$ cat config.mk
export PLATFORM = sky130hd
export DESIGN_NAME = axi_id_remap_flat
export DESIGN_NICKNAME = d
export VERILOG_FILES = /design/src/rtl/axi_id_remap_pkg.sv /design/src/rtl/axi_bus.sv /design/src/rtl/axi_id_remap_table.sv /design/src/rtl/axi_id_remap.sv /design/src/flat_wrapper.sv
export SDC_FILE = /design/constraint.sdc
export NUM_CORES = 1
export LEC_CHECK = 0
export CAP_MARGIN = 20
export CORE_AREA = 2 2 189 191
export CTS_BUF_LIST = sky130_fd_sc_hd__clkbuf_2
export DETAILED_ROUTE_END_ITERATION = 7
export DIE_AREA = 0 0 191 193
export GPL_ROUTABILITY_DRIVEN = 0
export SLEW_MARGIN = 25
export SYNTH_ARGS = -nofsm -noshare
export SYNTH_HDL_FRONTEND = slang
export SYNTH_SLANG_ARGS = --single-unit
$ cat constraint.sdc
create_clock -name clk_i -period 5 [get_ports clk_i]
set_input_delay 0.5 -clock clk_i [delete_from_list [all_inputs] [get_ports clk_i]]
set_output_delay 0.5 -clock clk_i [all_outputs]
set_load 0.02 [all_outputs]
$ cat src/rtl/axi_id_remap_pkg.sv
// Shared definitions for the AXI ID remapper.
// Holds the counter-width helper, the user-width helper and the
// parameter-independent lookup-result types used by every remap table.
package axi_id_remap_pkg;

    // Counter width needed to hold 0..max_txns outstanding transactions.
    function automatic int unsigned cnt_width(input int unsigned max_txns);
        return $clog2(max_txns + 1);
    endfunction

    // A zero-width user field is carried as a single unused bit.
    function automatic int unsigned user_width(input int unsigned w);
        return (w > 0) ? w : 1;
    endfunction

    // How a request was matched to a slot.
    typedef enum logic [1:0] {
        LKP_NONE  = 2'd0,
        LKP_MATCH = 2'd1,
        LKP_FREE  = 2'd2
    } lkp_kind_e;

    // Lookup flags: hit = valid entry with this ID exists, hit_full = that
    // entry is at its limit, free = some invalid entry exists, avail = a slot
    // can take the request this cycle.
    typedef struct packed {
        logic hit;
        logic hit_full;
        logic free;
        logic avail;
    } lkp_flags_t;

endpackage

$ cat src/rtl/axi_bus.sv
// AXI4 bus bundle with Master/Slave views.
// Parameters: AXI_ADDR_WIDTH, AXI_DATA_WIDTH, AXI_ID_WIDTH, AXI_USER_WIDTH
// (a user width of 0 is carried as one bit).
interface AXI_BUS #(
    parameter int unsigned AXI_ADDR_WIDTH = 32,
    parameter int unsigned AXI_DATA_WIDTH = 32,
    parameter int unsigned AXI_ID_WIDTH   = 4,
    parameter int unsigned AXI_USER_WIDTH = 0
);
    localparam int unsigned USER_W = (AXI_USER_WIDTH > 0) ? AXI_USER_WIDTH : 1;
    localparam int unsigned STRB_W = AXI_DATA_WIDTH / 8;

    logic [AXI_ID_WIDTH-1:0]   aw_id;
    logic [AXI_ADDR_WIDTH-1:0] aw_addr;
    logic [7:0]                aw_len;
    logic [2:0]                aw_size;
    logic [1:0]                aw_burst;
    logic                      aw_lock;
    logic [3:0]                aw_cache;
    logic [2:0]                aw_prot;
    logic [3:0]                aw_qos;
    logic [3:0]                aw_region;
    logic [USER_W-1:0]         aw_user;
    logic                      aw_valid;
    logic                      aw_ready;

    logic [AXI_DATA_WIDTH-1:0] w_data;
    logic [STRB_W-1:0]         w_strb;
    logic                      w_last;
    logic [USER_W-1:0]         w_user;
    logic                      w_valid;
    logic                      w_ready;

    logic [AXI_ID_WIDTH-1:0]   b_id;
    logic [1:0]                b_resp;
    logic [USER_W-1:0]         b_user;
    logic                      b_valid;
    logic                      b_ready;

    logic [AXI_ID_WIDTH-1:0]   ar_id;
    logic [AXI_ADDR_WIDTH-1:0] ar_addr;
    logic [7:0]                ar_len;
    logic [2:0]                ar_size;
    logic [1:0]                ar_burst;
    logic                      ar_lock;
    logic [3:0]                ar_cache;
    logic [2:0]                ar_prot;
    logic [3:0]                ar_qos;
    logic [3:0]                ar_region;
    logic [USER_W-1:0]         ar_user;
    logic                      ar_valid;
    logic                      ar_ready;

    logic [AXI_ID_WIDTH-1:0]   r_id;
    logic [AXI_DATA_WIDTH-1:0] r_data;
    logic [1:0]                r_resp;
    logic                      r_last;
    logic [USER_W-1:0]         r_user;
    logic                      r_valid;
    logic                      r_ready;

    modport Master (
        output aw_id, aw_addr, aw_len, aw_size, aw_burst, aw_lock, aw_cache, aw_prot,
               aw_qos, aw_region, aw_user, aw_valid, input aw_ready,
        output w_data, w_strb, w_last, w_user, w_valid, input w_ready,
        input  b_id, b_resp, b_user, b_valid, output b_ready,
        output ar_id, ar_addr, ar_len, ar_size, ar_burst, ar_lock, ar_cache, ar_prot,
               ar_qos, ar_region, ar_user, ar_valid, input ar_ready,
        input  r_id, r_data, r_resp, r_last, r_user, r_valid, output r_ready
    );

    modport Slave (
        input  aw_id, aw_addr, aw_len, aw_size, aw_burst, aw_lock, aw_cache, aw_prot,
               aw_qos, aw_region, aw_user, aw_valid, output aw_ready,
        input  w_data, w_strb, w_last, w_user, w_valid, output w_ready,
        output b_id, b_resp, b_user, b_valid, input b_ready,
        input  ar_id, ar_addr, ar_len, ar_size, ar_burst, ar_lock, ar_cache, ar_prot,
               ar_qos, ar_region, ar_user, ar_valid, output ar_ready,
        output r_id, r_data, r_resp, r_last, r_user, r_valid, input r_ready
    );
endinterface

$ cat src/rtl/axi_id_remap_table.sv
// One ID remap table (used once for writes, once for reads).
// Ports: clk_i/rst_ni clock and async active-low reset; req_id/req_fire the
// incoming request ID and its handshake; req_avail/req_slot whether and where
// it can go; rsp_slot/rsp_fire the narrow response ID and a releasing
// handshake; rsp_id the original wide ID stored for rsp_slot.
// Optional checks are compiled in with AXI_ID_REMAP_ASSERT_EN.
module axi_id_remap_table
    import axi_id_remap_pkg::*;
#(
    parameter int unsigned ID_IN_WIDTH  = 12,
    parameter int unsigned ID_OUT_WIDTH = 2,
    parameter int unsigned MAX_TXNS     = 4
) (
    input  logic                    clk_i,
    input  logic                    rst_ni,
    input  logic [ID_IN_WIDTH-1:0]  req_id,
    input  logic                    req_fire,
    output logic                    req_avail,
    output logic [ID_OUT_WIDTH-1:0] req_slot,
    input  logic [ID_OUT_WIDTH-1:0] rsp_slot,
    input  logic                    rsp_fire,
    output logic [ID_IN_WIDTH-1:0]  rsp_id
);
    localparam int unsigned N  = 2 ** ID_OUT_WIDTH;
    localparam int unsigned CW = cnt_width(MAX_TXNS);
    localparam logic [CW-1:0] CNT_MAX = CW'(MAX_TXNS);

    logic [N-1:0]                  valid_r;
    logic [N-1:0][ID_IN_WIDTH-1:0] orig_id_r;
    logic [N-1:0][CW-1:0]          cnt_r;

    logic [N-1:0]                  valid_nxt_s;
    logic [N-1:0][ID_IN_WIDTH-1:0] orig_id_nxt_s;
    logic [N-1:0][CW-1:0]          cnt_nxt_s;
    logic [N-1:0]                  inc_s;
    logic [N-1:0]                  dec_s;

    lkp_flags_t              flags_s;
    lkp_kind_e               kind_s;
    logic [ID_OUT_WIDTH-1:0] hit_idx_s;
    logic [ID_OUT_WIDTH-1:0] free_idx_s;

    // Slot lookup from registered state only, so a slot freed this cycle is not reused until the next one.
    always_comb begin
        flags_s    = '0;
        hit_idx_s  = '0;
        free_idx_s = '0;
        // Descending scan: the last assignment wins, giving the lowest free index.
        for (int i = N - 1; i >= 0; i--) begin
            if (!valid_r[i]) begin
                flags_s.free = 1'b1;
                free_idx_s   = ID_OUT_WIDTH'(i);
            end else if (orig_id_r[i] == req_id) begin
                flags_s.hit = 1'b1;
                hit_idx_s   = ID_OUT_WIDTH'(i);
            end else begin
                flags_s.hit = flags_s.hit;
            end
        end
        flags_s.hit_full = flags_s.hit && (cnt_r[hit_idx_s] >= CNT_MAX);
        // An ID already holding a slot never takes a second one: ordering per ID is kept.
        if (flags_s.hit) begin
            kind_s = flags_s.hit_full ? LKP_NONE : LKP_MATCH;
        end else if (flags_s.free) begin
            kind_s = LKP_FREE;
        end else begin
            kind_s = LKP_NONE;
        end
        flags_s.avail = (kind_s != LKP_NONE);
        case (kind_s)
            LKP_MATCH: req_slot = hit_idx_s;
            LKP_FREE:  req_slot = free_idx_s;
            default:   req_slot = '0;
        endcase
        req_avail = flags_s.avail;
    end

    assign rsp_id = orig_id_r[rsp_slot];

    // Per-entry allocate/release bookkeeping; an entry whose count reaches zero is invalid next cycle.
    always_comb begin
        for (int i = 0; i < N; i++) begin
            inc_s[i] = req_fire && (req_slot == ID_OUT_WIDTH'(i));
            dec_s[i] = rsp_fire && (rsp_slot == ID_OUT_WIDTH'(i)) && (cnt_r[i] != '0);
            if (inc_s[i] && !dec_s[i]) begin
                cnt_nxt_s[i] = cnt_r[i] + CW'(1);
            end else if (dec_s[i] && !inc_s[i]) begin
                cnt_nxt_s[i] = cnt_r[i] - CW'(1);
            end else begin
                cnt_nxt_s[i] = cnt_r[i];
            end
            if (inc_s[i]) begin
                orig_id_nxt_s[i] = req_id;
            end else begin
                orig_id_nxt_s[i] = orig_id_r[i];
            end
            valid_nxt_s[i] = (cnt_nxt_s[i] != '0);
        end
    end

    // Table state register.
    always_ff @(posedge clk_i or negedge rst_ni) begin
        if (!rst_ni) begin
            valid_r   <= '0;
            orig_id_r <= '0;
            cnt_r     <= '0;
        end else begin
            valid_r   <= valid_nxt_s;
            orig_id_r <= orig_id_nxt_s;
            cnt_r     <= cnt_nxt_s;
        end
    end

`ifdef AXI_ID_REMAP_ASSERT_EN
    logic [N-1:0] ovf_s;

    // Flags an entry asked to count past its limit.
    always_comb begin
        for (int i = 0; i < N; i++) begin
            ovf_s[i] = inc_s[i] && !dec_s[i] && (cnt_r[i] >= CNT_MAX);
        end
    end

    axi_id_remap_table_sva u_sva (
        .clk_i           (clk_i),
        .rst_ni          (rst_ni),
        .rsp_fire        (rsp_fire),
        .rsp_entry_valid (valid_r[rsp_slot]),
        .cnt_overflow    (|ovf_s)
    );
`else
    // Checks not elaborated in this build.
`endif

endmodule

`ifdef AXI_ID_REMAP_ASSERT_EN
// Table consistency checks: responses must address a live entry, counts must not overflow.
module axi_id_remap_table_sva (
    input logic clk_i,
    input logic rst_ni,
    input logic rsp_fire,
    input logic rsp_entry_valid,
    input logic cnt_overflow
);
    a_rsp_valid_entry: assert property (@(posedge clk_i) disable iff (!rst_ni)
        rsp_fire |-> rsp_entry_valid);
    a_no_overflow: assert property (@(posedge clk_i) disable iff (!rst_ni)
        !cnt_overflow);
endmodule
`else
`endif

$ cat src/rtl/axi_id_remap.sv
// AXI ID remapper: narrows wide crossbar IDs onto 2**AXI_ID_OUT_WIDTH slots.
// Ports: clk_i clock, rst_ni async active-low reset, in (AXI_BUS.Slave, wide
// IDs), out (AXI_BUS.Master, narrow IDs). All paths are combinational; only
// the write and read remap tables hold state.
// Macro AXI_ID_REMAP_ASSERT_EN adds protocol/bookkeeping checks.
module axi_id_remap
    import axi_id_remap_pkg::*;
#(
    parameter int unsigned AXI_ADDR_WIDTH   = 32,
    parameter int unsigned AXI_DATA_WIDTH   = 32,
    parameter int unsigned AXI_USER_WIDTH   = 0,
    parameter int unsigned AXI_ID_IN_WIDTH  = 12,
    parameter int unsigned AXI_ID_OUT_WIDTH = 2,
    parameter int unsigned MAX_TXNS_PER_ID  = 4
) (
    input logic    clk_i,
    input logic    rst_ni,
    AXI_BUS.Slave  in,
    AXI_BUS.Master out
);
    localparam int unsigned USER_W = user_width(AXI_USER_WIDTH);

    logic                        wr_avail_s;
    logic [AXI_ID_OUT_WIDTH-1:0] wr_slot_s;
    logic [AXI_ID_IN_WIDTH-1:0]  wr_rsp_id_s;
    logic                        rd_avail_s;
    logic [AXI_ID_OUT_WIDTH-1:0] rd_slot_s;
    logic [AXI_ID_IN_WIDTH-1:0]  rd_rsp_id_s;
    logic                        aw_fire_s;
    logic                        ar_fire_s;
    logic                        b_fire_s;
    logic                        r_last_fire_s;

    logic [AXI_ADDR_WIDTH-1:0]   aw_addr_s;
    logic [AXI_ADDR_WIDTH-1:0]   ar_addr_s;
    logic [AXI_DATA_WIDTH-1:0]   w_data_s;
    logic [AXI_DATA_WIDTH-1:0]   r_data_s;
    logic [USER_W-1:0]           aw_user_s;
    logic [USER_W-1:0]           ar_user_s;

    // AW: gated by write-slot availability, ID replaced by the slot index.
    assign aw_fire_s     = in.aw_valid && out.aw_ready && wr_avail_s;
    assign out.aw_valid  = in.aw_valid && wr_avail_s;
    assign in.aw_ready   = out.aw_ready && wr_avail_s;
    assign out.aw_id     = wr_slot_s;
    assign aw_addr_s     = in.aw_addr;
    assign out.aw_addr   = aw_addr_s;
    assign out.aw_len    = in.aw_len;
    assign out.aw_size   = in.aw_size;
    assign out.aw_burst  = in.aw_burst;
    assign out.aw_lock   = in.aw_lock;
    assign out.aw_cache  = in.aw_cache;
    assign out.aw_prot   = in.aw_prot;
    assign out.aw_qos    = in.aw_qos;
    assign out.aw_region = in.aw_region;
    assign aw_user_s     = in.aw_user;
    assign out.aw_user   = aw_user_s;

    // W: untouched in both directions.
    assign w_data_s      = in.w_data;
    assign out.w_data    = w_data_s;
    assign out.w_strb    = in.w_strb;
    assign out.w_last    = in.w_last;
    assign out.w_user    = in.w_user;
    assign out.w_valid   = in.w_valid;
    assign in.w_ready    = out.w_ready;

    // B: restores the original ID; never depends on AW.
    assign b_fire_s      = out.b_valid && in.b_ready;
    assign in.b_id       = wr_rsp_id_s;
    assign in.b_resp     = out.b_resp;
    assign in.b_user     = out.b_user;
    assign in.b_valid    = out.b_valid;
    assign out.b_ready   = in.b_ready;

    // AR: same scheme as AW against the read table.
    assign ar_fire_s     = in.ar_valid && out.ar_ready && rd_avail_s;
    assign out.ar_valid  = in.ar_valid && rd_avail_s;
    assign in.ar_ready   = out.ar_ready && rd_avail_s;
    assign out.ar_id     = rd_slot_s;
    assign ar_addr_s     = in.ar_addr;
    assign out.ar_addr   = ar_addr_s;
    assign out.ar_len    = in.ar_len;
    assign out.ar_size   = in.ar_size;
    assign out.ar_burst  = in.ar_burst;
    assign out.ar_lock   = in.ar_lock;
    assign out.ar_cache  = in.ar_cache;
    assign out.ar_prot   = in.ar_prot;
    assign out.ar_qos    = in.ar_qos;
    assign out.ar_region = in.ar_region;
    assign ar_user_s     = in.ar_user;
    assign out.ar_user   = ar_user_s;

    // R: only the last beat of a burst releases the read entry.
    assign r_last_fire_s = out.r_valid && in.r_ready && out.r_last;
    assign in.r_id       = rd_rsp_id_s;
    assign r_data_s      = out.r_data;
    assign in.r_data     = r_data_s;
    assign in.r_resp     = out.r_resp;
    assign in.r_last     = out.r_last;
    assign in.r_user     = out.r_user;
    assign in.r_valid    = out.r_valid;
    assign out.r_ready   = in.r_ready;

    axi_id_remap_table #(
        .ID_IN_WIDTH  (AXI_ID_IN_WIDTH),
        .ID_OUT_WIDTH (AXI_ID_OUT_WIDTH),
        .MAX_TXNS     (MAX_TXNS_PER_ID)
    ) u_wr_table (
        .clk_i     (clk_i),
        .rst_ni    (rst_ni),
        .req_id    (in.aw_id),
        .req_fire  (aw_fire_s),
        .req_avail (wr_avail_s),
        .req_slot  (wr_slot_s),
        .rsp_slot  (out.b_id),
        .rsp_fire  (b_fire_s),
        .rsp_id    (wr_rsp_id_s)
    );

    axi_id_remap_table #(
        .ID_IN_WIDTH  (AXI_ID_IN_WIDTH),
        .ID_OUT_WIDTH (AXI_ID_OUT_WIDTH),
        .MAX_TXNS     (MAX_TXNS_PER_ID)
    ) u_rd_table (
        .clk_i     (clk_i),
        .rst_ni    (rst_ni),
        .req_id    (in.ar_id),
        .req_fire  (ar_fire_s),
        .req_avail (rd_avail_s),
        .req_slot  (rd_slot_s),
        .rsp_slot  (out.r_id),
        .rsp_fire  (r_last_fire_s),
        .rsp_id    (rd_rsp_id_s)
    );

`ifdef AXI_ID_REMAP_ASSERT_EN
    localparam int unsigned REQ_PW = AXI_ID_IN_WIDTH + AXI_ADDR_WIDTH + 29 + USER_W;

    logic [REQ_PW-1:0] aw_payload_s;
    logic [REQ_PW-1:0] ar_payload_s;

    assign aw_payload_s = {in.aw_id, in.aw_addr, in.aw_len, in.aw_size, in.aw_burst, in.aw_lock,
                           in.aw_cache, in.aw_prot, in.aw_qos, in.aw_region, in.aw_user};
    assign ar_payload_s = {in.ar_id, in.ar_addr, in.ar_len, in.ar_size, in.ar_burst, in.ar_lock,
                           in.ar_cache, in.ar_prot, in.ar_qos, in.ar_region, in.ar_user};

    axi_id_remap_sva #(.PW(REQ_PW)) u_sva (
        .clk_i      (clk_i),
        .rst_ni     (rst_ni),
        .aw_valid   (in.aw_valid),
        .aw_ready   (in.aw_ready),
        .aw_payload (aw_payload_s),
        .ar_valid   (in.ar_valid),
        .ar_ready   (in.ar_ready),
        .ar_payload (ar_payload_s)
    );
`else
    // Checks not elaborated in this build.
`endif

endmodule

`ifdef AXI_ID_REMAP_ASSERT_EN
// Request payload must hold while a request is stalled.
module axi_id_remap_sva #(
    parameter int unsigned PW = 8
) (
    input logic          clk_i,
    input logic          rst_ni,
    input logic          aw_valid,
    input logic          aw_ready,
    input logic [PW-1:0] aw_payload,
    input logic          ar_valid,
    input logic          ar_ready,
    input logic [PW-1:0] ar_payload
);
    a_aw_stable: assert property (@(posedge clk_i) disable iff (!rst_ni)
        (aw_valid && !aw_ready) |=> $stable(aw_payload));
    a_ar_stable: assert property (@(posedge clk_i) disable iff (!rst_ni)
        (ar_valid && !ar_ready) |=> $stable(ar_payload));
endmodule
`else
`endif

$ cat src/flat_wrapper.sv
// flat-port wrapper written by rule: the top's interface ports become plain ports
module axi_id_remap_flat import axi_id_remap_pkg::*;
#(
    parameter int unsigned AXI_ADDR_WIDTH   = 32,
    parameter int unsigned AXI_DATA_WIDTH   = 32,
    parameter int unsigned AXI_USER_WIDTH   = 0,
    parameter int unsigned AXI_ID_IN_WIDTH  = 12,
    parameter int unsigned AXI_ID_OUT_WIDTH = 2,
    parameter int unsigned MAX_TXNS_PER_ID  = 4
)
  (clk_i, rst_ni, in_aw_id, in_aw_addr, in_aw_len, in_aw_size, in_aw_burst, in_aw_lock, in_aw_cache, in_aw_prot, in_aw_qos, in_aw_region, in_aw_user, in_aw_valid, in_aw_ready, in_w_data, in_w_strb, in_w_last, in_w_user, in_w_valid, in_w_ready, in_b_id, in_b_resp, in_b_user, in_b_valid, in_b_ready, in_ar_id, in_ar_addr, in_ar_len, in_ar_size, in_ar_burst, in_ar_lock, in_ar_cache, in_ar_prot, in_ar_qos, in_ar_region, in_ar_user, in_ar_valid, in_ar_ready, in_r_id, in_r_data, in_r_resp, in_r_last, in_r_user, in_r_valid, in_r_ready, out_aw_id, out_aw_addr, out_aw_len, out_aw_size, out_aw_burst, out_aw_lock, out_aw_cache, out_aw_prot, out_aw_qos, out_aw_region, out_aw_user, out_aw_valid, out_aw_ready, out_w_data, out_w_strb, out_w_last, out_w_user, out_w_valid, out_w_ready, out_b_id, out_b_resp, out_b_user, out_b_valid, out_b_ready, out_ar_id, out_ar_addr, out_ar_len, out_ar_size, out_ar_burst, out_ar_lock, out_ar_cache, out_ar_prot, out_ar_qos, out_ar_region, out_ar_user, out_ar_valid, out_ar_ready, out_r_id, out_r_data, out_r_resp, out_r_last, out_r_user, out_r_valid, out_r_ready);
  AXI_BUS #(.AXI_ADDR_WIDTH(AXI_ADDR_WIDTH), .AXI_DATA_WIDTH(AXI_DATA_WIDTH), .AXI_ID_WIDTH(12), .AXI_USER_WIDTH(AXI_USER_WIDTH)) in_i ();
  AXI_BUS #(.AXI_ADDR_WIDTH(AXI_ADDR_WIDTH), .AXI_DATA_WIDTH(AXI_DATA_WIDTH), .AXI_ID_WIDTH(2), .AXI_USER_WIDTH(AXI_USER_WIDTH)) out_i ();
  input logic clk_i;
  input logic rst_ni;
  input wire logic [$bits(in_i.aw_id)-1:0] in_aw_id;
  input wire logic [$bits(in_i.aw_addr)-1:0] in_aw_addr;
  input wire logic [$bits(in_i.aw_len)-1:0] in_aw_len;
  input wire logic [$bits(in_i.aw_size)-1:0] in_aw_size;
  input wire logic [$bits(in_i.aw_burst)-1:0] in_aw_burst;
  input wire logic [$bits(in_i.aw_lock)-1:0] in_aw_lock;
  input wire logic [$bits(in_i.aw_cache)-1:0] in_aw_cache;
  input wire logic [$bits(in_i.aw_prot)-1:0] in_aw_prot;
  input wire logic [$bits(in_i.aw_qos)-1:0] in_aw_qos;
  input wire logic [$bits(in_i.aw_region)-1:0] in_aw_region;
  input wire logic [$bits(in_i.aw_user)-1:0] in_aw_user;
  input wire logic [$bits(in_i.aw_valid)-1:0] in_aw_valid;
  output wire logic [$bits(in_i.aw_ready)-1:0] in_aw_ready;
  input wire logic [$bits(in_i.w_data)-1:0] in_w_data;
  input wire logic [$bits(in_i.w_strb)-1:0] in_w_strb;
  input wire logic [$bits(in_i.w_last)-1:0] in_w_last;
  input wire logic [$bits(in_i.w_user)-1:0] in_w_user;
  input wire logic [$bits(in_i.w_valid)-1:0] in_w_valid;
  output wire logic [$bits(in_i.w_ready)-1:0] in_w_ready;
  output wire logic [$bits(in_i.b_id)-1:0] in_b_id;
  output wire logic [$bits(in_i.b_resp)-1:0] in_b_resp;
  output wire logic [$bits(in_i.b_user)-1:0] in_b_user;
  output wire logic [$bits(in_i.b_valid)-1:0] in_b_valid;
  input wire logic [$bits(in_i.b_ready)-1:0] in_b_ready;
  input wire logic [$bits(in_i.ar_id)-1:0] in_ar_id;
  input wire logic [$bits(in_i.ar_addr)-1:0] in_ar_addr;
  input wire logic [$bits(in_i.ar_len)-1:0] in_ar_len;
  input wire logic [$bits(in_i.ar_size)-1:0] in_ar_size;
  input wire logic [$bits(in_i.ar_burst)-1:0] in_ar_burst;
  input wire logic [$bits(in_i.ar_lock)-1:0] in_ar_lock;
  input wire logic [$bits(in_i.ar_cache)-1:0] in_ar_cache;
  input wire logic [$bits(in_i.ar_prot)-1:0] in_ar_prot;
  input wire logic [$bits(in_i.ar_qos)-1:0] in_ar_qos;
  input wire logic [$bits(in_i.ar_region)-1:0] in_ar_region;
  input wire logic [$bits(in_i.ar_user)-1:0] in_ar_user;
  input wire logic [$bits(in_i.ar_valid)-1:0] in_ar_valid;
  output wire logic [$bits(in_i.ar_ready)-1:0] in_ar_ready;
  output wire logic [$bits(in_i.r_id)-1:0] in_r_id;
  output wire logic [$bits(in_i.r_data)-1:0] in_r_data;
  output wire logic [$bits(in_i.r_resp)-1:0] in_r_resp;
  output wire logic [$bits(in_i.r_last)-1:0] in_r_last;
  output wire logic [$bits(in_i.r_user)-1:0] in_r_user;
  output wire logic [$bits(in_i.r_valid)-1:0] in_r_valid;
  input wire logic [$bits(in_i.r_ready)-1:0] in_r_ready;
  output wire logic [$bits(out_i.aw_id)-1:0] out_aw_id;
  output wire logic [$bits(out_i.aw_addr)-1:0] out_aw_addr;
  output wire logic [$bits(out_i.aw_len)-1:0] out_aw_len;
  output wire logic [$bits(out_i.aw_size)-1:0] out_aw_size;
  output wire logic [$bits(out_i.aw_burst)-1:0] out_aw_burst;
  output wire logic [$bits(out_i.aw_lock)-1:0] out_aw_lock;
  output wire logic [$bits(out_i.aw_cache)-1:0] out_aw_cache;
  output wire logic [$bits(out_i.aw_prot)-1:0] out_aw_prot;
  output wire logic [$bits(out_i.aw_qos)-1:0] out_aw_qos;
  output wire logic [$bits(out_i.aw_region)-1:0] out_aw_region;
  output wire logic [$bits(out_i.aw_user)-1:0] out_aw_user;
  output wire logic [$bits(out_i.aw_valid)-1:0] out_aw_valid;
  input wire logic [$bits(out_i.aw_ready)-1:0] out_aw_ready;
  output wire logic [$bits(out_i.w_data)-1:0] out_w_data;
  output wire logic [$bits(out_i.w_strb)-1:0] out_w_strb;
  output wire logic [$bits(out_i.w_last)-1:0] out_w_last;
  output wire logic [$bits(out_i.w_user)-1:0] out_w_user;
  output wire logic [$bits(out_i.w_valid)-1:0] out_w_valid;
  input wire logic [$bits(out_i.w_ready)-1:0] out_w_ready;
  input wire logic [$bits(out_i.b_id)-1:0] out_b_id;
  input wire logic [$bits(out_i.b_resp)-1:0] out_b_resp;
  input wire logic [$bits(out_i.b_user)-1:0] out_b_user;
  input wire logic [$bits(out_i.b_valid)-1:0] out_b_valid;
  output wire logic [$bits(out_i.b_ready)-1:0] out_b_ready;
  output wire logic [$bits(out_i.ar_id)-1:0] out_ar_id;
  output wire logic [$bits(out_i.ar_addr)-1:0] out_ar_addr;
  output wire logic [$bits(out_i.ar_len)-1:0] out_ar_len;
  output wire logic [$bits(out_i.ar_size)-1:0] out_ar_size;
  output wire logic [$bits(out_i.ar_burst)-1:0] out_ar_burst;
  output wire logic [$bits(out_i.ar_lock)-1:0] out_ar_lock;
  output wire logic [$bits(out_i.ar_cache)-1:0] out_ar_cache;
  output wire logic [$bits(out_i.ar_prot)-1:0] out_ar_prot;
  output wire logic [$bits(out_i.ar_qos)-1:0] out_ar_qos;
  output wire logic [$bits(out_i.ar_region)-1:0] out_ar_region;
  output wire logic [$bits(out_i.ar_user)-1:0] out_ar_user;
  output wire logic [$bits(out_i.ar_valid)-1:0] out_ar_valid;
  input wire logic [$bits(out_i.ar_ready)-1:0] out_ar_ready;
  input wire logic [$bits(out_i.r_id)-1:0] out_r_id;
  input wire logic [$bits(out_i.r_data)-1:0] out_r_data;
  input wire logic [$bits(out_i.r_resp)-1:0] out_r_resp;
  input wire logic [$bits(out_i.r_last)-1:0] out_r_last;
  input wire logic [$bits(out_i.r_user)-1:0] out_r_user;
  input wire logic [$bits(out_i.r_valid)-1:0] out_r_valid;
  output wire logic [$bits(out_i.r_ready)-1:0] out_r_ready;
  assign in_i.aw_id = in_aw_id;
  assign in_i.aw_addr = in_aw_addr;
  assign in_i.aw_len = in_aw_len;
  assign in_i.aw_size = in_aw_size;
  assign in_i.aw_burst = in_aw_burst;
  assign in_i.aw_lock = in_aw_lock;
  assign in_i.aw_cache = in_aw_cache;
  assign in_i.aw_prot = in_aw_prot;
  assign in_i.aw_qos = in_aw_qos;
  assign in_i.aw_region = in_aw_region;
  assign in_i.aw_user = in_aw_user;
  assign in_i.aw_valid = in_aw_valid;
  assign in_aw_ready = in_i.aw_ready;
  assign in_i.w_data = in_w_data;
  assign in_i.w_strb = in_w_strb;
  assign in_i.w_last = in_w_last;
  assign in_i.w_user = in_w_user;
  assign in_i.w_valid = in_w_valid;
  assign in_w_ready = in_i.w_ready;
  assign in_b_id = in_i.b_id;
  assign in_b_resp = in_i.b_resp;
  assign in_b_user = in_i.b_user;
  assign in_b_valid = in_i.b_valid;
  assign in_i.b_ready = in_b_ready;
  assign in_i.ar_id = in_ar_id;
  assign in_i.ar_addr = in_ar_addr;
  assign in_i.ar_len = in_ar_len;
  assign in_i.ar_size = in_ar_size;
  assign in_i.ar_burst = in_ar_burst;
  assign in_i.ar_lock = in_ar_lock;
  assign in_i.ar_cache = in_ar_cache;
  assign in_i.ar_prot = in_ar_prot;
  assign in_i.ar_qos = in_ar_qos;
  assign in_i.ar_region = in_ar_region;
  assign in_i.ar_user = in_ar_user;
  assign in_i.ar_valid = in_ar_valid;
  assign in_ar_ready = in_i.ar_ready;
  assign in_r_id = in_i.r_id;
  assign in_r_data = in_i.r_data;
  assign in_r_resp = in_i.r_resp;
  assign in_r_last = in_i.r_last;
  assign in_r_user = in_i.r_user;
  assign in_r_valid = in_i.r_valid;
  assign in_i.r_ready = in_r_ready;
  assign out_aw_id = out_i.aw_id;
  assign out_aw_addr = out_i.aw_addr;
  assign out_aw_len = out_i.aw_len;
  assign out_aw_size = out_i.aw_size;
  assign out_aw_burst = out_i.aw_burst;
  assign out_aw_lock = out_i.aw_lock;
  assign out_aw_cache = out_i.aw_cache;
  assign out_aw_prot = out_i.aw_prot;
  assign out_aw_qos = out_i.aw_qos;
  assign out_aw_region = out_i.aw_region;
  assign out_aw_user = out_i.aw_user;
  assign out_aw_valid = out_i.aw_valid;
  assign out_i.aw_ready = out_aw_ready;
  assign out_w_data = out_i.w_data;
  assign out_w_strb = out_i.w_strb;
  assign out_w_last = out_i.w_last;
  assign out_w_user = out_i.w_user;
  assign out_w_valid = out_i.w_valid;
  assign out_i.w_ready = out_w_ready;
  assign out_i.b_id = out_b_id;
  assign out_i.b_resp = out_b_resp;
  assign out_i.b_user = out_b_user;
  assign out_i.b_valid = out_b_valid;
  assign out_b_ready = out_i.b_ready;
  assign out_ar_id = out_i.ar_id;
  assign out_ar_addr = out_i.ar_addr;
  assign out_ar_len = out_i.ar_len;
  assign out_ar_size = out_i.ar_size;
  assign out_ar_burst = out_i.ar_burst;
  assign out_ar_lock = out_i.ar_lock;
  assign out_ar_cache = out_i.ar_cache;
  assign out_ar_prot = out_i.ar_prot;
  assign out_ar_qos = out_i.ar_qos;
  assign out_ar_region = out_i.ar_region;
  assign out_ar_user = out_i.ar_user;
  assign out_ar_valid = out_i.ar_valid;
  assign out_i.ar_ready = out_ar_ready;
  assign out_i.r_id = out_r_id;
  assign out_i.r_data = out_r_data;
  assign out_i.r_resp = out_r_resp;
  assign out_i.r_last = out_r_last;
  assign out_i.r_user = out_r_user;
  assign out_i.r_valid = out_r_valid;
  assign out_r_ready = out_i.r_ready;
  axi_id_remap #(.AXI_ADDR_WIDTH(AXI_ADDR_WIDTH), .AXI_DATA_WIDTH(AXI_DATA_WIDTH), .AXI_USER_WIDTH(AXI_USER_WIDTH), .AXI_ID_IN_WIDTH(AXI_ID_IN_WIDTH), .AXI_ID_OUT_WIDTH(AXI_ID_OUT_WIDTH), .MAX_TXNS_PER_ID(MAX_TXNS_PER_ID)) u_core (.clk_i(clk_i), .rst_ni(rst_ni), .in(in_i), .out(out_i));
endmodule
==> impl_metrics.json, run 1 <==
{
  "drt-pass1-iter-count": 5,
  "synth_area_mm2": 0.00987,
  "grt_max_degree": 85,
  "crit_path_end_kind": "output port",
  "ys_warn_count": 0,
  "grt_usage_pct": 17.9,
  "slew_violations": 0,
  "p_leak_uw": 0.00382,
  "die_width_um": 191,
  "viasPerCell": 4.92,
  "power_frac_clock_pct": 12.3,
  "clkSinkCount": 128,
  "ctsResizeCount": 0,
  "crit_path_start_kind": "primary input",
  "cp_data_required_time_ns": 4.50,
  "cts_tree": "yes",
  "drtIter0Drc": 418,
  "finalCritPeriodShare_pct": 86.1,
  "fill_cells": 3637,
  "cts_max_path_buffers": 2,
  "drive_above_1_share_pct": 18.0,
  "postRouteWirelength_mm": 34.0,
  "final_common_cell": "dfrtp_1",
  "initial_core_util_pct": 28.2,
  "ys_top_cells_by_area": "dfrtp_1 (32%), buf_4 (16%), xnor2_1 (10%), mux2_2 (7.3%), mux4_2 (5.5%)",
  "layout.nets": 1117,
  "min_period_ns": 4.30,
  "rows": 69,
  "ys_seq_area_share_pct": 32.4,
  "path_clk_slew_ns": 0.19,
  "p_seq_share_pct": 36.9,
  "drv_cap": 0,
  "place_hpwl_mm": 27.4,
  "vias": 6534,
  "core_region_area_mm2": 0.0350,
  "pin_count": 480,
  "hold_viol": 0,
  "p_comb_share_pct": 50.8,
  "worst_pin_slew_ns": 0.937,
  "p_int_uw": 3210,
  "placed_cell_area_mm2": 0.00949,
  "cts_root_buf": "clkbuf_2",
  "grt_antenna_before_repair": 1,
  "finalSetupViolCount": 0,
  "multiInputGateArea_mm2": 0.00473,
  "grt_pass1_wl_mm": 46.7,
  "wl_per_cell_um": 25.6,
  "skew_ns": 0.0363,
  "avgSynthCellArea_um2": 9.84,
  "die-area_mm2": 0.0369,
  "final_util_pct": 27.9,
  "synth-edff-count": 0,
  "ant_nets": 0,
  "clock_latency_ns": 0.73,
  "syn_to_final_growth_pct": -1.28,
  "syn_nets": 1268,
  "synth_ff_type": "dfrtp_1",
  "synth_top_area_share_pct": 32.4,
  "yosysTopAreaCell": "dfrtp_1",
  "ir_drop_mv": 0.282,
  "max_freq_mhz": 232,
  "drcViolationCount": 0,
  "hold_class": "in2async",
  "io_buffer_count": 75,
  "power.switching_uw": 2270,
  "powerDensity_mw_per_mm2": 562,
  "tns_ns": 0,
  "crit_type": "in2out",
  "final_cell_area_mm2": 0.00975,
  "final_cell_mix": "dfrtp_1 (128), xnor2_1 (116), nand2_1 (109), clkdlybuf4s50_1 (73), mux2_2 (64)",
  "post-cts-setup-buffers": 0,
  "grt_pass1_vias": 6358,
  "sw_frac_of_total_pct": 41.4,
  "grt_setup_unrepaired": "false",
  "register_area_mm2": 0.00320,
  "arrival_ns": 3.80,
  "ctsHtreeMaxLevel": 4,
  "ys_ff_latch": 128,
  "status": "finished, final reports clean",
  "synthCells": 1003,
  "cts_inserted_buffers": 17,
  "cp_max_fo": 8,
  "yosysUniqueCellTypes": 66,
  "max_slew_margin_pct": 37.3,
  "die_y_um": 193,
  "finalPower_uw": 5480,
  "overflow": 0,
  "ys_async_sr_fraction_pct": 100
}
## what timing repair did
item / CTS / global route
hold buffers: 1 / 0
endpoints found under the setup margin: 0 / 0
hold endpoints to repair: 83 / 0
## worst max-delay path, stage by stage
cell and delay [ns]:
clkdlybuf4s50_1 0.58, xnor2_1 0.39, nand4_1 0.14, nor4_1 0.70, nor3_1 0.11, a21oi_1 0.15, mux2i_1 0.09, o31ai_1 0.47
nor2_1 0.09, clkdlybuf4s50_1 0.56
## through the flow
step | setup WS (ns) | cells | hold slack (ns)
CTS | 0.681 | 1326 | 0.320
global route | 0.435 | 1328 | 0.349
global placement | 0.698 | 1293 | 0.503
floorplan | 1.70 | 1003 | 0.204
detailed placement | 0.628 | 1293 | 0.509
finish | 0.697 | 1328 | 0.315
## power by group through the flow
stage	sequential (µW)	combinational [µW]	clock (µW)
finish	2020	2780	675
global route	2090	3050	744
CTS	2010	2800	698
detailed placement	2040	2780	0
global placement	2020	2740	0
floorplan	1890	2270	0
## layer usage
metal  track usage, %  wire length [µm]
met4             4.71               669
met2             28.7             15700
met1             17.0             11100
met3             15.3              6500
met5             1.59                63
## synth_stat cells, drive strengths merged (4+ instances only)
master / count
a21o: 4
mux4: 24
nand3: 28
and2: 4
o211ai: 5
nor3: 15
maj3: 7
a21oi: 12
clkbuf: 15
nor2: 25
mux2i: 15
mux2: 74
nor2b: 4
or4: 9
ha: 24
inv: 32
nand4: 29
dfrtp: 128
xnor2: 116
nor4: 13
nor3b: 4
o31ai: 4
buf: 246
nand2: 109
o21ai: 16
## logic make-up after synthesis
family	after synthesis	share of synthesized area, %
AND/OR/NAND/NOR	256	13.4
multiplexers	113	15.5
XOR/XNOR	117	10.4
adder cells (fa/ha/maj)	31	3.76
AO/OA/AOI/OAI	65	4.60
buffers and inverters	293	19.9
flip-flops	128	32.4
## state kept, by name, indices dropped and copies added (netlist names)
name and flops:
u_core.u_rd_table.orig_id_r 48, u_core.u_rd_table.valid_r 4, u_core.u_wr_table.valid_r 4, u_core.u_rd_table.cnt_r 12, u_core.u_wr_table.cnt_r 12, u_core.u_wr_table.orig_id_r 48
## cell type report
type	instances	area share (%)
Sequential cell	128	32.9
Tap cell	461	5.92
Antenna cell	2	0.0513
Multi-Input combinational cell	582	48.6
Clock inverter	13	1.49
Inverter	32	1.23
Timing Repair Buffer	91	8.92
Clock buffer	19	0.975
## path summary, 6_finish.rpt
check	from	endpoint	slack [ns]	cells past startpoint
worst max register to register	u_core.u_wr_table.orig_id_r[42]	u_core.u_wr_table.valid_r[0]	1.44	10
max in group asynchronous	rst_ni	u_core.u_rd_table.orig_id_r[10]	3.60	3
min in group clk_i	in_ar_id[7]	u_core.u_rd_table.orig_id_r[7]	0.52	3
worst min register to register	u_core.u_rd_table.orig_id_r[21]	u_core.u_rd_table.orig_id_r[21]	0.54	2
worst min-delay path	rst_ni	u_core.u_rd_table.cnt_r[3]	0.32	2
worst max-delay path	in_ar_id[3]	in_ar_ready	0.70	10
No activity file was read; power rests on OpenSTA's default activity.
==> inputs of run 2 (changes only) <==
- CTS_CLUSTER_DIAMETER: default -> 30
- SKIP_CTS_REPAIR_TIMING: default -> 1
==> results of run 2 <==
Same layout as run 1: the final DEF is identical, and so are final timing and power.
Among the figures that moved: via count of the first global-routing pass 6358 -> 6355
==> inputs of run 3 (changes only) <==
- CORE_AREA: 2 2 189 191 -> 2 2 188 190
- DIE_AREA: 0 0 191 193 -> 0 0 190 192
- DONT_BUFFER_PORTS: default -> 1
- RECOVER_POWER: default -> 100
==> impl_metrics.json, run 3 (synthesis results as in run 1) <==
{
  "grt_pass1_wl_mm": 44.3,
  "cts_max_path_buffers": 2,
  "finalSetupViolCount": 0,
  "ctsHtreeMaxLevel": 4,
  "cp_top_family": "simple AND/OR/NAND/NOR gates",
  "place_hpwl_mm": 24.8,
  "drcViolationCount": 0,
  "place_ws_ns": 1.06,
  "drtIter0Drc": 384,
  "drive_above_1_share_pct": 16.0,
  "final_cell_mix": "dfrtp_1 (128), xnor2_1 (116), nand2_1 (109), mux2_2 (64), inv_1 (32)",
  "fill_cells": 3584,
  "powerDensity_mw_per_mm2": 561,
  "core_region_area_mm2": 0.0343,
  "slew_violations": 129,
  "clock_latency_ns": 0.75,
  "wl_met1_mm": 10.8,
  "min_period_ns": 4.21,
  "cp_max_fo": 19,
  "max_slew_margin_pct": -120,
  "die_y_um": 192,
  "highest-signal-layer": "met5",
  "viasPerCell": 5.02,
  "drv_cap": 1,
  "vias": 6375,
  "crit_path_start_kind": "flop",
  "io_buffer_count": 0,
  "cts_root_buf": "clkbuf_2",
  "placed_cell_area_mm2": 0.00869,
  "tns_ns": 0,
  "p_leak_uw": 0.00357,
  "grt_max_degree": 129,
  "path_clk_slew_ns": 0.22,
  "final_common_cell": "dfrtp_1",
  "layout.nets": 1065,
  "slowest_delay_ns": 0.91,
  "pin_count": 480,
  "initial_core_util_pct": 28.8,
  "die_width_um": 190,
  "wl_per_cell_um": 25.8,
  "grt_pass1_vias": 6015,
  "overflow": 0,
  "die-area_mm2": 0.0365,
  "finalCritPeriodShare_pct": 84.3,
  "cts_inserted_buffers": 17,
  "failed_checks": "max-capacitance violations, max-slew violations",
  "finalPower_uw": 5100,
  "postRouteWirelength_mm": 32.8,
  "rows": 68,
  "worst_pin_slew_ns": 3.30,
  "setup_ws_ns": 0.786,
  "crit_type": "reg2reg",
  "max_freq_mhz": 237,
  "arrival_ns": 4.89,
  "wl_met2_mm": 15.1,
  "wl_met3_mm": 6.26,
  "hold_viol": 0,
  "grt_setup_unrepaired": "false",
  "crit_slowest_cell": "clkbuf_1",
  "drt-pass1-iter-count": 5,
  "cp_data_required_time_ns": 5.67,
  "status": "finished with violations",
  "crit_path_end_kind": "flop",
  "ant_nets": 0,
  "grt_antenna_before_repair": 1,
  "ir_drop_mv": 0.264,
  "worstPathBufferInverterCount": 1,
  "cts_tree": "yes",
  "final_cell_area_mm2": 0.00910,
  "syn_to_final_growth_pct": -7.81,
  "grt_usage_pct": 16.9,
  "reg_top3": "u_core.u_rd_table.orig_id_r: 48 flops, u_core.u_wr_table.orig_id_r: 48 flops",
  "skew_ns": 0.0344,
  "clkSinkCount": 128,
  "hold_class": "in2reg",
  "crit_chain": "xnor2_1 -> nand4_1 -> or4_1 -> mux2i_1 -> a31oi_1 -> nor2_1 -> nor4b_1 -> clkbuf_1 -> mux2_2 -> a21o_1"
}
-- run 3: changes by cell type in the layout (fill, tap and decap cells not counted), sizes merged --
cell	previous run	this run
dlygate4sd3	1	29
buf	17	2
clkdlybuf4s50	73	0
diode	2	1
bufinv	3	2
clkbuf	19	28
-- run 3: final cells by class --
cell class,instances,area [µm²],area share [%]
inverters,32,120,1.32
clock inverters,12,119,1.31
diodes,1,2.50,0.0275
clock buffers,20,100,1.10
multi-input cells,582,4650,51.1
repair buffers,39,337,3.70
flip-flops and latches,128,3200,35.2
well taps,455,569,6.25
-- run 3: through the flow --
stage / hold WS (ns) / instances / util [%]
final: 0.0805 / 1269 / 26.6
after global routing: 0.0132 / 1269 / 26.6
after CTS: -0.673 / 1238 / 26.0
after detailed placement: 0.210 / 1206 / 25.4
after global placement: 0.210 / 1206 / 25.4
after floorplan: 0.204 / 1003 / -
-- run 3: power by group --
part / total (µW) / switching [µW] / internal [µW]
Combinational: 2430 / 1280 / 1160
Sequential: 2030 / 517 / 1510
Clock: 640 / 412 / 229
Total: 5100 / 2210 / 2900
-- run 3: tightest hold or removal path: stages --
cell	delay [ns]
nor3_1	0.09
nand4_1	0.11
a21o_1	0.11
-- run 3: metal layers --
| layer | up-vias | track usage (%) |
|---|---|---|
| met1 | 3051 | 16.6 |
| met5 | - | 2.75 |
| li1 | 2810 | - |
| met3 | 47 | 14.9 |
| met2 | 463 | 26.6 |
| met4 | 4 | 3.76 |
-- run 3: final timing paths --
kind,slack (ns),endpoint,cells after the start,start
max,0.79,u_core.u_wr_table.valid_r[0],10,u_core.u_wr_table.orig_id_r[38]
min,0.08,u_core.u_rd_table.valid_r[1],3,out_r_id[1]
max reg2reg,0.79,u_core.u_wr_table.valid_r[0],10,u_core.u_wr_table.orig_id_r[38]
min reg2reg,0.55,u_core.u_rd_table.orig_id_r[12],2,u_core.u_rd_table.orig_id_r[12]
max in group asynchronous,1.68,u_core.u_wr_table.orig_id_r[1],2,rst_ni
min in group asynchronous,1.33,u_core.u_wr_table.cnt_r[6],2,rst_ni
